===== src/rtl/afe_serial_cfg.sv =====
// afe_serial_cfg: 3-wire serial register writer for CCD AFE chips.
// Snapshots a register bank on a start edge and shifts it out on SL/SCK/SDATA.
//
// Ports:
//   sys_clk, sys_rst    clock, synchronous active-high reset
//   cfg_start           rising edge starts a configuration pass
//   reg_data, reg_mask  register bank and per-register write enables
//   busy, done          pass in progress / one-cycle completion pulse
//   SCK, SDATA, SL      AFE serial pins (SCK idle low, SL active low)
module afe_serial_cfg #(
    parameter int ADDR_W    = 3,
    parameter int DATA_W    = 12,
    parameter int NUM_REGS  = 4,
    parameter int CLK_DIV   = 2,
    parameter int CONT_MODE = 1,
    parameter int LSB_FIRST = 1
) (
    input  logic                         sys_clk,
    input  logic                         sys_rst,
    input  logic                         cfg_start,
    input  logic [NUM_REGS*DATA_W-1:0]   reg_data,
    input  logic [NUM_REGS-1:0]          reg_mask,
    output logic                         busy,
    output logic                         done,
    output logic                         SCK,
    output logic                         SDATA,
    output logic                         SL
);

    localparam int BANK_W = NUM_REGS * DATA_W;
    localparam int FW     = ADDR_W + BANK_W;
    localparam int BW     = $clog2(FW + 1);
    localparam int CW     = $clog2(2 * CLK_DIV + 1);
    localparam int IW     = (NUM_REGS > 1) ? $clog2(NUM_REGS) : 1;

    localparam logic [BW-1:0] N_LEN = (CONT_MODE != 0) ? BW'(FW) : BW'(ADDR_W + DATA_W);
    localparam logic [CW-1:0] PH_LAST  = CW'(CLK_DIV - 1);
    localparam logic [CW-1:0] GAP_LAST = CW'(2 * CLK_DIV - 1);

    typedef enum logic [2:0] {
        S_IDLE, S_SETUP, S_SHIFT, S_HOLD, S_GAP, S_FINISH
    } state_t;

    // Frame laid out in transmit order: bit 0 goes out first.
    function automatic logic [FW-1:0] frame_of(input logic [BANK_W-1:0] bank,
                                               input logic [IW-1:0] idx);
        logic [FW-1:0]     f;
        logic [ADDR_W-1:0] a;
        logic [DATA_W-1:0] v;
        f = '0;
        a = (CONT_MODE != 0) ? '0 : ADDR_W'(idx);
        for (int j = 0; j < ADDR_W; j++)
            f[j] = (LSB_FIRST != 0) ? a[j] : a[ADDR_W-1-j];
        if (CONT_MODE != 0) begin
            for (int r = 0; r < NUM_REGS; r++) begin
                v = bank[r*DATA_W +: DATA_W];
                for (int j = 0; j < DATA_W; j++)
                    f[ADDR_W+r*DATA_W+j] = (LSB_FIRST != 0) ? v[j] : v[DATA_W-1-j];
            end
        end else begin
            v = bank[idx*DATA_W +: DATA_W];
            for (int j = 0; j < DATA_W; j++)
                f[ADDR_W+j] = (LSB_FIRST != 0) ? v[j] : v[DATA_W-1-j];
        end
        return f;
    endfunction

    function automatic logic [IW-1:0] low_idx(input logic [NUM_REGS-1:0] m);
        logic [IW-1:0] r;
        r = '0;
        for (int i = NUM_REGS - 1; i >= 0; i--)
            if (m[i]) r = IW'(i);
        return r;
    endfunction

    state_t                state_q, state_d;
    logic [CW-1:0]         cnt_q, cnt_d;
    logic                  hi_q, hi_d;
    logic [BW-1:0]         bits_q, bits_d;
    logic [FW-1:0]         sh_q, sh_d;
    logic [BANK_W-1:0]     bank_q, bank_d;
    logic [NUM_REGS-1:0]   pend_q, pend_d;
    logic                  start_q;
    logic                  sl_q, sl_d;
    logic                  sck_q, sck_d;
    logic                  sdata_q, sdata_d;
    logic                  busy_q, busy_d;
    logic                  done_q, done_d;

    logic                  start_edge;
    logic [BANK_W-1:0]     src_bank;
    logic [NUM_REGS-1:0]   src_pend;
    logic [IW-1:0]         nxt_idx;
    logic [FW-1:0]         nxt_frame;
    logic [NUM_REGS-1:0]   nxt_pend;

    assign start_edge = cfg_start & ~start_q;

    // Next frame source: live inputs when starting, snapshot between frames.
    always_comb begin
        src_bank  = (state_q == S_IDLE) ? reg_data : bank_q;
        src_pend  = '0;
        if (CONT_MODE == 0)
            src_pend = (state_q == S_IDLE) ? reg_mask : pend_q;
        nxt_idx   = low_idx(src_pend);
        nxt_frame = frame_of(src_bank, nxt_idx);
        nxt_pend  = src_pend & ~(NUM_REGS'(1) << nxt_idx);
    end

    always_comb begin
        state_d = state_q;
        cnt_d   = cnt_q;
        hi_d    = hi_q;
        bits_d  = bits_q;
        sh_d    = sh_q;
        bank_d  = bank_q;
        pend_d  = pend_q;
        sl_d    = sl_q;
        sck_d   = sck_q;
        sdata_d = sdata_q;
        busy_d  = busy_q;
        done_d  = 1'b0;
        unique case (state_q)
            S_IDLE: begin
                if (start_edge) begin
                    bank_d = reg_data;
                    busy_d = 1'b1;
                    if (CONT_MODE != 0 || reg_mask != '0) begin
                        state_d = S_SETUP;
                        cnt_d   = '0;
                        hi_d    = 1'b0;
                        sl_d    = 1'b0;
                        sck_d   = 1'b0;
                        sh_d    = nxt_frame;
                        sdata_d = nxt_frame[0];
                        bits_d  = N_LEN;
                        pend_d  = nxt_pend;
                    end else begin
                        // Nothing to send: one busy cycle, then finish.
                        state_d = S_GAP;
                        cnt_d   = GAP_LAST;
                        pend_d  = '0;
                    end
                end
            end
            S_SETUP: begin
                cnt_d = cnt_q + CW'(1);
                if (cnt_q == PH_LAST) begin
                    state_d = S_SHIFT;
                    cnt_d   = '0;
                    hi_d    = 1'b0;
                end
            end
            S_SHIFT: begin
                cnt_d = cnt_q + CW'(1);
                if (cnt_q == PH_LAST) begin
                    cnt_d = '0;
                    if (!hi_q) begin
                        hi_d  = 1'b1;
                        sck_d = 1'b1;
                    end else if (bits_q == BW'(1)) begin
                        state_d = S_HOLD;
                        hi_d    = 1'b0;
                        sck_d   = 1'b0;
                    end else begin
                        hi_d    = 1'b0;
                        sck_d   = 1'b0;
                        sh_d    = sh_q >> 1;
                        sdata_d = sh_q[1];
                        bits_d  = bits_q - BW'(1);
                    end
                end
            end
            S_HOLD: begin
                cnt_d = cnt_q + CW'(1);
                if (cnt_q == PH_LAST) begin
                    cnt_d   = '0;
                    sl_d    = 1'b1;
                    sdata_d = 1'b0;
                    if (pend_q != '0) begin
                        state_d = S_GAP;
                    end else begin
                        state_d = S_FINISH;
                        busy_d  = 1'b0;
                        done_d  = 1'b1;
                    end
                end
            end
            S_GAP: begin
                cnt_d = cnt_q + CW'(1);
                if (cnt_q == GAP_LAST) begin
                    cnt_d = '0;
                    if (pend_q == '0) begin
                        state_d = S_FINISH;
                        busy_d  = 1'b0;
                        done_d  = 1'b1;
                    end else begin
                        state_d = S_SETUP;
                        hi_d    = 1'b0;
                        sl_d    = 1'b0;
                        sh_d    = nxt_frame;
                        sdata_d = nxt_frame[0];
                        bits_d  = N_LEN;
                        pend_d  = nxt_pend;
                    end
                end
            end
            S_FINISH: begin
                state_d = S_IDLE;
            end
            default: begin
                state_d = S_IDLE;
            end
        endcase
    end

    // Start input is sampled even in reset so a level held high is not an edge.
    always_ff @(posedge sys_clk) begin
        start_q <= cfg_start;
        if (sys_rst) begin
            state_q <= S_IDLE;
            cnt_q   <= '0;
            hi_q    <= 1'b0;
            bits_q  <= '0;
            sh_q    <= '0;
            bank_q  <= '0;
            pend_q  <= '0;
            sl_q    <= 1'b1;
            sck_q   <= 1'b0;
            sdata_q <= 1'b0;
            busy_q  <= 1'b0;
            done_q  <= 1'b0;
        end else begin
            state_q <= state_d;
            cnt_q   <= cnt_d;
            hi_q    <= hi_d;
            bits_q  <= bits_d;
            sh_q    <= sh_d;
            bank_q  <= bank_d;
            pend_q  <= pend_d;
            sl_q    <= sl_d;
            sck_q   <= sck_d;
            sdata_q <= sdata_d;
            busy_q  <= busy_d;
            done_q  <= done_d;
        end
    end

    assign busy  = busy_q;
    assign done  = done_q;
    assign SCK   = sck_q;
    assign SDATA = sdata_q;
    assign SL    = sl_q;

endmodule


===== config.mk =====
export PLATFORM = sky130hd
export DESIGN_NAME = afe_serial_cfg
export DESIGN_NICKNAME = d
export VERILOG_FILES = /design/src/rtl/afe_serial_cfg.sv
export SDC_FILE = /design/constraint.sdc
export NUM_CORES = 1
export LEC_CHECK = 0
export ABC_AREA = 1
export BUFFER_PORTS_ARGS = -buffer_cell sky130_fd_sc_hd__clkbuf_2
export CELL_PAD_IN_SITES_DETAIL_PLACEMENT = 1
export CELL_PAD_IN_SITES_GLOBAL_PLACEMENT = 2
export CORE_MARGIN = 5
export CORE_UTILIZATION = 23
export DETAILED_ROUTE_END_ITERATION = 10
export PLACE_DENSITY = 0.63
export SLEW_MARGIN = 30
export SYNTH_ARGS = -nofsm -noshare
export SYNTH_HDL_FRONTEND = slang
export SYNTH_SLANG_ARGS = --single-unit

===== constraint.sdc =====
create_clock -name sys_clk -period 1.95 [get_ports sys_clk]
set_input_delay 0.195 -clock sys_clk [delete_from_list [all_inputs] [get_ports sys_clk]]
set_output_delay 0.195 -clock sys_clk [all_outputs]
set_load 0.05 [all_outputs]

* Word-level counts from Yosys, hierarchy flattened
Index checks and enable logic that the tools add are counted.
Word-level totals: flip-flop bits (word level) 122, input port bits 55, output and inout port bits 5
Operators by class: add/sub/neg operators 2, eq/ne operators 18, multiplexer cells 58, bitwise gates (word level) 2, reductions and logical operators 21
Operators by type and width (number):
- $mux 51 | 6
- $pmux 51 s3 | 1
- $mux 48 | 1
- $mux 6 | 6
- $mux 3 | 11
- $ne 2x2->1 const B | 11
- $mux 1 | 20
- $pmux 6 s3 | 1
- $pmux 3 s5 | 1
- $reduce_and 7->1 | 2
- $mux 4 | 3
- $reduce_and 6->1 | 2
- $reduce_bool 4->1 | 3
- $eq 3x2->1 const B | 3
- $pmux 3 s3 | 1
- $reduce_bool 3->1 | 3
- $pmux 1 s4 | 2
- $pmux 4 s2 | 1
- $reduce_and 8->1 | 1
- $eq 3x1->1 const B | 2
- $eq 6x1->1 const B | 1
- $pmux 1 s3 | 2
- $sub 6x1->6 const B | 1
- $reduce_and 5->1 | 1
- other kinds (12) | 15

* Depth between registers and ports, before layout
Gate-level depths: netlist of the first run.
depth after elaboration 5, mapped depth 10, depth with buffers taken out 10

* Worst setup path before layout of the first run
No wires, ideal clock.
kind reg-to-reg, start point reg bits_q[1], end point reg sh_q[35], arrival time 1289 ps, path slack 546 ps, stages on the path, launching flop included 9, path buffers 1, cell sequence dfxtp_1 inv_1 ha_1 nand3_1 nor2_1 nor2_8 buf_6 o21ai_0 nor2_1
On the way: word-level cells in the longest chain between the ends 3
Ends and longest elaborated chain:
- start, declared | line 79 | logic [BW-1:0] bits_q, bits_d;
- start signal, assigned | line 237 | bits_q <= bits_d;
- $eq 6x1->1 | line 161 | end else if (bits_q == BW'(1)) begin
- $ne 2x2->1 (no line)
- $reduce_and 7->1 (no line)
- end signal, assigned | line 225 | sh_q <= '0;
- end signal, assigned | line 238 | sh_q <= sh_d;
- end, declared | line 80 | logic [FW-1:0] sh_q, sh_d;
Every way passes these cells. A chain may end at the register's enable or synchronous reset.

* Worst setup path after layout of the first run
start point reg bits_q[1], end point reg sh_q[30]
Same word-level chain as after synthesis.

==> results by group, run 1 <==
Setup path
  • Worst EP required: 2.25 ns
  • Worst-case reg-to-reg path depth: 8
  • Crit path largest cell delay: 0.32 ns
  • Worst setup path end: sh_q[30]$_SDFFE_PP0P_
  • Data arrival, critical path: 2.04 ns
  • Most common cell type on the critical path: nor2_1
  • Slowest stage cell on the critical path: nor2_1
  • CP Class: reg2reg
  • RR Startpoint: bits_q[1]$_SDFFE_PP0P_
  • Reg2Reg Setup Slack: 0.21 ns
  • Critical Path Source: bits_q[1]$_SDFFE_PP0P_
  • R2r endpoint: sh_q[30]$_SDFFE_PP0P_
  • Crit. End Element: flip-flop
  • Sequence of cells on the critical path: inv_1 -> ha_1 -> nand3_1 -> nor2_1 -> nor2_8 -> buf_12 -> o21ai_0 -> nor2_1
  • Worst setup SP type: flip-flop
  • CP Max Fanout: 16

Final layout
  • Layout cells sized above 1: 0.138
  • Filler instances: 2951
  • Fin util: 0.284
  • Synthesis-to-finish area growth: 22.5%
  • Fin nets: 904
  • Antenna Cells: 0
  • Layout Cells excl Fill: 1173

Power
  • Clk pwr share: 0.289
  • P per Cell Area: 1500 nW/um^2
  • Sequential share of power: 0.349
  • Leak: 2.86 nW
  • P_int: 6.13 mW
  • Switching share of power: 0.384
  • Max VDD drop: 0.730 mV
  • Combinational share of power: 0.362
  • Psw: 3.82 mW

Synth
  • Sequential share of the synthesized area: 0.430
  • Synth area leader: dfxtp_1
  • Synth top area cells: dfxtp_1, nor2_1, o21ai_0
  • Synthesized area per cell: 6.75 sq um
  • Commonest register cell after synthesis: dfxtp_1
  • Post-synth EDFFs: 0
  • Cells after Synth: 800
  • Synth top cells by count: nor2_1, nand2_1, dfxtp_1, o21ai_0, inv_1
  • Most frequent cell after synthesis: nor2_1
  • Share of the synthesized area in the top cell type: 0.430
  • FF+latch count, synth: 116
  • Synth warnings: 0
  • Ys async rst share: 0
  • Cell variety after synth: 29
  • Mapped Area: 5400 sq um
  • Post-Syn Nets: 861

Floorplanning
  • I/O pin count: 60
  • Die width: 163 microns
  • Row cnt: 56
  • Starting density of the core: 0.232
  • Core area: 23300 sq um
  • Die ar.: 26600 sq um
  • Die height: 163 microns

Placed design
  • HPWL after detailed placement: 9870 microns
  • Pre-CTS setup slack: 0.255 ns
  • GP Congestion: 0.726
  • PortBufs: 55
  • Post-Place Cells: 1141

Timing
  • Final hold vios: 0
  • Worst Tran Pin Value: 0.375 ns
  • Fin Setup TNS: 0 ns
  • Fmax: 574 MHz
  • Final setup violation count: 0
  • Max-slew violations: 0
  • Setup ws final: 0.209 ns
  • Final Critical Period: 1.74 ns
  • Slew HR: 0.747
  • Hold WS: 0.0141 ns
  • RSZ-0062 raised after global routing: false
  • Max Clock Skew: 0.0109 ns
  • Post-route clock period utilization: 0.893

Clock tree
  • Clock root buffer master: clkbuf_16
  • CTS clk-pin slew, worst paths: 0.06 ns
  • Post-CTS sizing: 0
  • Clk_lat worst skew: 0.42 ns
  • CTS Buffer Depth: 2
  • H-Tree Depth: 4
  • CTS tree: built
  • Clk sink count: 116
  • Total CTS buffers: 17

Global routing
  • Global Route Usage Sum: 0.125
  • Vias in the first global route: 5261
  • Global route overflow: 0
  • Global-route wire length before repair: 26600 microns
  • Largest net degree at the start of global routing: 69
  • Initial antenna violation count: 0

Worst hold path
  • Hold WC Path Type: in2reg
  • Min-Delay Startpoint: reg_data[35]

Route
  • Total vias in the final route: 5125
  • Via density: 4.37
  • Detailed Route WL: 15800 microns
  • Post-route DRC: 0
  • Detail Route Antenna Nets: 0
  • DRC marker count from the first detailed-route iteration: 159
  • DR pass1 iterations: 4
  • Avg WL per Cell: 13.5 microns

Run status
  • Outcome: finished, final reports clean

Job
  • Max Cap Viol: 0
[stage by stage]
stage / instance area (sq um) / total power [mW]
final: 6620 / 9.95
after global routing: 6620 / 10.8
after CTS: 6620 / 10.2
after detailed placement: 6060 / 7.21
after global placement: 6060 / 7.18
after floorplan: 5400 / 6.11
[layout make-up]
class                   count  area [sq um]  area share
multi-input cells         591          2650       0.400
flip-flops and latches    116          2320       0.351
repair buffers             75           556      0.0839
clock buffers              20           447      0.0675
well taps                 319           399      0.0603
inverters                  42           158      0.0238
clock inverters            10          86.3      0.0130
[routing by layer]
layer | global-route usage | wire [microns] | part of all wire | vias to the layer above
met2 | 0.210 | 7440 | 0.47 | 53
met1 | 0.158 | 7880 | 0.50 | 2390
met5 | 0 | 0 | 0 | -
met3 | 0.0260 | 314 | 0.020 | 13
met4 | 0.0446 | 177 | 0.011 | 0
li1 | - | - | - | 2669
[worst min-delay path by stage]
stage,slack (ns),end,cells past startpoint
after floorplan,0.22,start_q$_DFF_P_,0
after detailed placement,0.32,start_q$_DFF_P_,1
final,0.01,bank_q[35]$_SDFFE_PP0P_,3
after global routing,0.007,bank_q[34]$_SDFFE_PP0P_,3
after global placement,0.32,start_q$_DFF_P_,1
after CTS,0.002,bank_q[22]$_SDFFE_PP0P_,3
[power by group through the flow]
stage / sequential [mW] / clock [mW] / combinational [mW]
final: 3.47 / 2.87 / 3.61
after global routing: 3.56 / 3.06 / 4.16
after CTS: 3.47 / 2.98 / 3.72
after detailed placement: 3.51 / 0 / 3.70
after global placement: 3.50 / 0 / 3.67
after floorplan: 3.50 / 0 / 2.61
[layout by cell type (no fill, tap or decap), types with 5 or more instances in the layout]
| cell type | n |
|---|---|
| a31oi_1 | 33 |
| clkbuf_2 | 55 |
| clkinv_2 | 5 |
| dfxtp_1 | 116 |
| buf_4 | 8 |
| nand3_1 | 11 |
| clkbuf_16 | 17 |
| ha_1 | 6 |
| o21ai_0 | 105 |
| a21oi_1 | 30 |
| inv_2 | 6 |
| nand2_1 | 137 |
| nor2_1 | 226 |
| inv_1 | 36 |
| buf_12 | 10 |
| o21ai_1 | 27 |
[cell families after synthesis]
group,synth area share
DFF,0.430
adders and majority gates,0.0139
AOI/OAI and AO/OA,0.192
and+or+nand+nor,0.282
xor gates and xnor gates,0.00324
buffers and inverters,0.0792
[worst max-delay path, delay by kind of cell (launching register included)]
family          cells  cell delay, ns
buf+inv             2            0.27
compound gates      1            0.21
flops               1            0.30
simple gates        4            0.69
fa+ha+maj           1            0.15
[repair_timing]
action	in CTS	in global routing
setup buffers	0	0
hold buffers	2	0
endpoints found under the hold margin	2	0
[sequential cells by signal (all words and copies together), names as in the netlist, 3 cells and up]
name	cells
bank_q	47
bits_q	6
cnt_q	3
sh_q	50
state_q	3
Power figures use the tool's default switching activity.
==> run 2, diff against run 1 <==
--- a/config.mk
+++ b/config.mk
@@ -5,14 +5,13 @@
 export SDC_FILE = /design/constraint.sdc
 export NUM_CORES = 1
 export LEC_CHECK = 0
-export ABC_AREA = 1
 export BUFFER_PORTS_ARGS = -buffer_cell sky130_fd_sc_hd__clkbuf_2
 export CELL_PAD_IN_SITES_DETAIL_PLACEMENT = 1
 export CELL_PAD_IN_SITES_GLOBAL_PLACEMENT = 2
 export CORE_MARGIN = 5
 export CORE_UTILIZATION = 23
 export DETAILED_ROUTE_END_ITERATION = 10
-export PLACE_DENSITY = 0.63
+export PLACE_DENSITY = 0.58
 export SLEW_MARGIN = 30
 export SYNTH_ARGS = -nofsm -noshare
 export SYNTH_HDL_FRONTEND = slang
==> run 2 against run 1 <==
The flow now finishes with violations (setup timing); critical path depth grew 1; maximum frequency shrank 15%; clock-buffer cell count shrank 9; die area shrank 36%; clock power shrank 42%; power shrank 50%; cell area shrank 27%; critical path type unchanged.
==> results by group, run 2 <==
Run status
  • Outcome: finished, violations left
  • Failing checks: setup timing

Synth
  • Ys async rst share: 0 (unchanged)
  • Synth area leader: dfxtp_1
  • Synth top cells by count: dfxtp_1, mux2i_1, o2bb2ai_1, o2bb2ai_2, clkbuf_1
  • Synthesized area per cell: 10.8 sq um (+60%)
  • Post-Syn Nets: 373 (-57%)
  • Sequential share of the synthesized area: 0.410 (-0.0204)
  • Cell variety after synth: 53 (+83%)
  • Post-synth EDFFs: 0 (unchanged)
  • Mapped Area: 3370 sq um (-38%)
  • Synth top area cells: dfxtp_1, mux2i_1, o2bb2ai_2
  • Commonest register cell after synthesis: dfxtp_1
  • Most frequent cell after synthesis: dfxtp_1
  • Synth warnings: 0 (unchanged)
  • FF+latch count, synth: 69 (-41%)
  • Share of the synthesized area in the top cell type: 0.410 (-0.0204)
  • Cells after Synth: 312 (-61%)

Final layout
  • Most common cell after layout, fill and taps aside: dfxtp_1
  • Multi-input combinational cell area: 1940 sq um (-27%)
  • Largest registers: sh_q (50), bits_q (6)
  • Most flops, register: sh_q
  • Commonest cells after routing, fill and taps aside: dfxtp_1, clkbuf_2, mux2i_1
  • Seq. cell area: 1390 sq um (-40%)
  • Filler instances: 1635 (-45%)
  • Synthesis-to-finish area growth: 43.9%
  • Layout cells sized above 1: 0.435 (+0.297)
  • Antenna Cells: 0 (unchanged)
  • Max FFs per register: 50 (unchanged)
  • Fin nets: 458 (-49%)
  • Finished layout cell area: 4850 sq um (-27%)
  • Fin util: 0.335 (+0.0506)

Clock tree
  • Clk sink count: 69 (-41%)
  • Clk_lat worst skew: 0.33 ns (-0.09 ns)
  • Clock root buffer master: clkbuf_16
  • CTS Buffer Depth: 2 (unchanged)
  • CTS tree: built
  • H-Tree Depth: 3 (-1)
  • Total CTS buffers: 9 (-8)
  • CTS clk-pin slew, worst paths: 0.06 ns (about the same)

Global routing
  • Vias in the first global route: 2985 (-43%)
  • Global Route Usage Sum: 0.121 (-0.00405)
  • Global route overflow: 0 (unchanged)
  • Initial antenna violation count: 0 (unchanged)
  • Global-route wire length before repair: 15900 microns (-40%)
  • Largest net degree at the start of global routing: 30 (-57%)

Timing
  • Max Clock Skew: 0.00460 ns (-0.00632 ns)
  • Fin Setup TNS: -3.84 ns (-3.84 ns)
  • Final Critical Period: 2.06 ns (+0.318 ns)
  • Setup ws final: -0.109 ns (-0.318 ns)
  • Slew HR: 0.502 (-0.245)
  • RSZ-0062 raised after global routing: true
  • Max-slew violations: 0 (unchanged)
  • Fmax: 486 MHz (-15%)
  • Worst Tran Pin Value: 0.737 ns (+0.361 ns)
  • Final setup violation count: 47 (+47)
  • Post-route clock period utilization: 1.06 (+0.163)
  • Final hold vios: 0 (unchanged)

Setup path
  • Data arrival, critical path: 2.33 ns (+0.29 ns)
  • RR Startpoint: bits_q[1]$_SDFFE_PP0P_
  • Levels on crit path: 9 (+1)
  • Worst setup path end: sh_q[26]$_SDFFE_PP0P_
  • CP Class: reg2reg
  • Reg2Reg Setup Slack: -0.11 ns (-0.32 ns)
  • Worst EP required: 2.22 ns (-0.03 ns)
  • Worst path buffer plus inverter count: 4 (+2)
  • R2r endpoint: sh_q[26]$_SDFFE_PP0P_
  • CP Max Fanout: 4 (-12)
  • Crit path largest cell delay: 0.48 ns (+0.16 ns)
  • Crit. End Element: flip-flop
  • Slowest stage cell on the critical path: or4b_4
  • Worst setup SP type: flip-flop
  • Critical Path Source: bits_q[1]$_SDFFE_PP0P_
  • Worst path top cell family by delay: compound AO/OA/AOI/OAI gates
  • Sequence of cells on the critical path: inv_2 -> ha_4 -> or4b_4 -> o21a_4 -> a211oi_4 -> buf_6 -> buf_8 -> clkbuf_16 -> o2bb2ai_2
  • Worst-case reg-to-reg path depth: 9 (+1)

Floorplanning
  • I/O pin count: 60 (unchanged)
  • Die ar.: 17200 sq um (-36%)
  • Starting density of the core: 0.233 (+0.000747)
  • Row cnt: 44 (-21%)
  • Core area: 14500 sq um (-38%)
  • Die width: 131 microns (-20%)
  • Die height: 131 microns (-20%)

Placed design
  • GP Congestion: 0.728 (+0.29%)
  • Area after DPL: 3930 sq um (-35%)
  • HPWL after detailed placement: 6040 microns (-39%)
  • Pre-CTS setup slack: -0.141 ns (-0.396 ns)
  • PortBufs: 55 (unchanged)

Route
  • Avg WL per Cell: 17.2 microns (+28%)
  • Total vias in the final route: 2769 (-46%)
  • Post-route DRC: 0 (unchanged)
  • DR pass1 iterations: 4 (unchanged)
  • Detail Route Antenna Nets: 0 (unchanged)
  • Via density: 4.73 (+8.2%)
  • Detailed Route WL: 10100 microns (-36%)
  • DRC marker count from the first detailed-route iteration: 63 (-60%)

Job
  • Max Cap Viol: 0 (unchanged)

Power
  • P per Cell Area: 1030 nW/um^2 (-31%)
  • Leak: 1.79 nW (-37%)
  • Max VDD drop: 0.578 mV (-21%)

Worst hold path
  • Hold WC Path Type: in2reg
## run 2: cell count changes in the layout (fill, tap and decap cells not counted), moves of 27 or more
cell	previous run	this run
nand2_1	137	6
mux2i_1	0	47
o21ai_0	105	5
a31oi_1	33	3
inv_1	36	6
nor2_1	226	11
o21ai_1	27	0
o2bb2ai_2	0	35
dfxtp_1	116	66
## run 2: what timing repair did
action	CTS	global route
resized for setup	29	17
endpoints found under the hold margin	1	0
pin swaps	2	9
gates cloned	8	5
endpoints found under the setup margin	47	51
buffers inserted	6	6
hold buffers	1	0
## run 2: report_power, final
part | switching [mW] | total, mW | internal, mW
combinational | 0.813 | 1.59 | 0.777
sequential | 0.145 | 1.75 | 1.60
clock | 0.637 | 1.67 | 1.03
## run 2: layer usage
metal / up-vias / part of all wire / GRT usage
li1: 1365 / - / -
met5: - / 0 / 0
met4: 0 / 0.015 / 0.0557
met2: 44 / 0.50 / 0.195
met3: 10 / 0.044 / 0.0316
met1: 1350 / 0.44 / 0.150
## run 2: how the worst min path moves through the flow
stage | from | endpoint | slack (ns) | cells after the start
after floorplan | cfg_start | start_q$_DFF_P_ | 0.22 | 0
after global placement | cfg_start | start_q$_DFF_P_ | 0.35 | 1
after detailed placement | cfg_start | start_q$_DFF_P_ | 0.35 | 1
after CTS | reg_data[26] | sh_q[29]$_SDFFE_PP0P_ | 0.11 | 3
after global routing | reg_data[24] | sh_q[27]$_SDFFE_PP0P_ | 0.13 | 3
final | reg_data[26] | sh_q[29]$_SDFFE_PP0P_ | 0.13 | 3
## run 2: final cells by class
class | count | share of cell area
flip-flops and latches | 69 | 0.286
well taps | 184 | 0.0474
repair buffers | 105 | 0.200
multi-input cells | 205 | 0.399
inverters | 7 | 0.00542
clock inverters | 5 | 0.0119
clock buffers | 11 | 0.0500
## run 2: worst reg2reg max path: cells and delay by family, from the launching register on
family,cells,cell delay (ns)
compound gates,3,0.57
fa+ha+maj,1,0.11
buf+inv,4,0.50
flops,1,0.33
simple gates,1,0.48
## run 2: cell families after synthesis
group                      after synthesis  share of synthesized area
xor gates and xnor gates                 2                    0.00520
muxes                                   47                      0.140
adders and majority gates                6                     0.0223
AOI/OAI and AO/OA                       94                      0.265
buffers and inverters                   38                     0.0612
DFF                                     69                      0.410
and+or+nand+nor                         56                     0.0976
## run 2: metrics by stage
step                hold slack (ns)  std cells  power, mW
floorplan                     0.223        312       2.64
global placement              0.351        546       2.99
detailed placement            0.345        546       3.02
CTS                           0.113        577       4.95
global route                  0.129        586       5.28
finish                        0.128        586       5.00
==> run 3, diff against run 2 <==
--- a/config.mk
+++ b/config.mk
@@ -11,7 +11,7 @@
 export CORE_MARGIN = 5
 export CORE_UTILIZATION = 23
 export DETAILED_ROUTE_END_ITERATION = 10
-export PLACE_DENSITY = 0.58
+export PLACE_DENSITY_LB_ADDON = 0.1
 export SLEW_MARGIN = 30
 export SYNTH_ARGS = -nofsm -noshare
 export SYNTH_HDL_FRONTEND = slang
==> run 3 against run 2 <==
The flow still finishes with violations (setup timing); utilization shrank 0.71 points; cell count down 1.0%; first-iteration DRC count grew 79%; worst setup slack improved by 0.036 ns; via count shrank 0.54%; maximum frequency rose by 1.8%; power shrank 0.70%; cell area fell by 2.1%; sequential power is essentially flat; critical path depth is the same; largest cell class unchanged; highest routed layer unchanged.
==> results by group, run 3 (synthesis gave the netlist of run 2 again) <==
Timing
  • Final hold vios: 0 (unchanged)
  • Max-slew violations: 0 (unchanged)
  • Final setup violation count: 46 (-2.1%)
  • RSZ-0062 raised after global routing: true
  • Final Critical Period: 2.02 ns (-0.0358 ns)
  • Max Clock Skew: 0.00948 ns (+0.00488 ns)
  • Fmax: 494 MHz (+1.8%)
  • Setup ws final: -0.0736 ns (+0.0358 ns)
  • Hold WS: 0.118 ns (-0.0105 ns)
  • Worst Tran Pin Value: 0.503 ns (-0.234 ns)
  • Slew HR: 0.664 (+0.162)
  • Post-route clock period utilization: 1.04 (-0.0184)

Floorplanning
  • Core area: 14500 sq um (unchanged)
  • Die ar.: 17200 sq um (unchanged)
  • Die height: 131 microns (unchanged)
  • Starting density of the core: 0.233 (unchanged)
  • I/O pin count: 60 (unchanged)
  • Die width: 131 microns (unchanged)
  • Row cnt: 44 (unchanged)

Route
  • Via density: 4.75 (+0.49%)
  • Detailed Route WL: 9970 microns (-1.2%)
  • Avg WL per Cell: 17.2 microns (-0.17%)
  • DRC marker count from the first detailed-route iteration: 113 (+79%)
  • Post-route DRC: 0 (unchanged)
  • Total vias in the final route: 2754 (-0.54%)
  • DR pass1 iterations: 4 (unchanged)
  • Detail Route Antenna Nets: 0 (unchanged)

Power
  • P per Cell Area: 1050 nW/um^2 (+1.4%)
  • Leak: 1.74 nW (-3.2%)
  • Tot Pwr: 4.97 mW (-0.70%)
  • Max VDD drop: 0.426 mV (-26%)

Final layout
  • Largest registers: sh_q (50), bits_q (6)
  • Most common cell after layout, fill and taps aside: dfxtp_1
  • Synthesis-to-finish area growth: 40.9%
  • Most flops, register: sh_q
  • Fin nets: 452 (-1.3%)
  • Antenna Cells: 0 (unchanged)
  • Max FFs per register: 50 (unchanged)
  • Layout cells sized above 1: 0.452 (+0.0167)
  • Commonest cells after routing, fill and taps aside: dfxtp_1, clkbuf_2, mux2i_1
  • Layout Cells excl Fill: 580 (-1.0%)

Global routing
  • Vias in the first global route: 2981 (-0.13%)
  • Largest net degree at the start of global routing: 31 (+3.3%)
  • Global-route wire length before repair: 16200 microns (+2.0%)
  • Initial antenna violation count: 0 (unchanged)
  • Global Route Usage Sum: 0.124 (+0.00345)
  • Global route overflow: 0 (unchanged)

Setup path
  • Worst setup SP type: flip-flop
  • Reg2Reg Setup Slack: -0.07 ns (+0.04 ns)
  • Crit path largest cell delay: 0.47 ns (about the same)
  • Worst EP required: 2.23 ns (about the same)
  • Data arrival, critical path: 2.30 ns (-0.03 ns)
  • CP Class: reg2reg
  • CP Max Fanout: 6 (+2)
  • Slowest stage cell on the critical path: or4b_4
  • Sequence of cells on the critical path: inv_2 -> ha_4 -> or4b_4 -> o21a_4 -> a211oi_4 -> buf_6 -> buf_12 -> clkbuf_16 -> o2bb2ai_2
  • Crit. End Element: flip-flop

Clock tree
  • Clk_lat worst skew: 0.34 ns (about the same)
  • H-Tree Depth: 3 (unchanged)
  • Total CTS buffers: 9 (unchanged)
  • CTS Buffer Depth: 2 (unchanged)
  • CTS clk-pin slew, worst paths: 0.06 ns (about the same)
  • Clock root buffer master: clkbuf_16
  • CTS tree: built
  • Clk sink count: 69 (unchanged)

Placed design
  • PortBufs: 55 (unchanged)
  • HPWL after detailed placement: 6500 microns (+7.7%)
  • GP Congestion: 0.664 (-8.7%)
  • Post-Place Cells: 553 (+1.3%)

Run status
  • Failing checks: setup timing
  • Outcome: finished, violations left

Job
  • Max Cap Viol: 0 (unchanged)

Worst hold path
  • Hold WC Path Type: in2reg
-- run 3: cell count changes in the layout (fill, tap and decap cells not counted), moves of 2 or more --
cell,delta
clkbuf_16,-2
a211oi_1,-2
a211oi_2,+2
clkbuf_8,+3
buf_16,-3
o2bb2ai_2,+9
o2bb2ai_1,-8
-- run 3: stage by stage --
step	TNS (ns)	setup WS, ns	utilization	cell area, sq um
2_1_floorplan	0	0.00399	-	3370
3_3_place_gp	-3.08	-0.0816	0.279	4030
3_5_place_dp	-2.94	-0.0878	0.279	4030
4_1_cts	-2.13	-0.0735	0.313	4540
5_1_grt	-5.48	-0.144	0.328	4750
6_report	-2.50	-0.0736	0.328	4750
-- run 3: where the power goes --
part | internal, mW | leakage (nW) | switching (mW) | total (mW)
Sequential | 1.60 | 0.564 | 0.144 | 1.74
Combinational | 0.739 | 1.02 | 0.805 | 1.54
Clock | 1.01 | 0.153 | 0.666 | 1.68
-- run 3: worst max-delay path: cells and delay by family, from the launching register on --
| kind | cells | cell delay, ns |
|---|---|---|
| fa+ha+maj | 1 | 0.11 |
| compound gates | 3 | 0.53 |
| buf+inv | 4 | 0.52 |
| simple gates | 1 | 0.47 |
| flops | 1 | 0.32 |
-- run 3: path summary, 6_finish.rpt --
kind / from / cells past startpoint / end
max reg2reg: bits_q[1]$_SDFFE_PP0P_ / 9 / sh_q[43]$_SDFFE_PP0P_
max: bits_q[1]$_SDFFE_PP0P_ / 9 / sh_q[43]$_SDFFE_PP0P_
min reg2reg: sh_q[3]$_SDFFE_PP0P_ / 2 / sh_q[2]$_SDFFE_PP0P_
min: reg_data[29] / 3 / sh_q[32]$_SDFFE_PP0P_
-- run 3: layout make-up --
| type | instances | area [sq um] |
|---|---|---|
| Timing Repair Buffer | 99 | 820 |
| Tap cell | 184 | 230 |
| Clock buffer | 13 | 280 |
| Clock inverter | 3 | 23.8 |
| Inverter | 7 | 26.3 |
| Sequential cell | 69 | 1390 |
| Multi-Input combinational cell | 205 | 1980 |
| Fill cell | 1625 | 9730 |
-- run 3: metal layers --
metal | track usage | vias up | wire length (microns)
met5 | 0 | - | 0
met4 | 0.0538 | 0 | 202
met3 | 0.0316 | 16 | 306
met1 | 0.158 | 1354 | 4540
li1 | - | 1347 | -
met2 | 0.198 | 37 | 4920
-- run 3: repair_timing --
action,in CTS,in global routing
setup endpoints to repair,46,48
endpoints found under the hold margin,1,0
buffers inserted,3,1
gates cloned,3,3
hold buffers,1,0
pin swaps,0,1
resized for setup,17,24
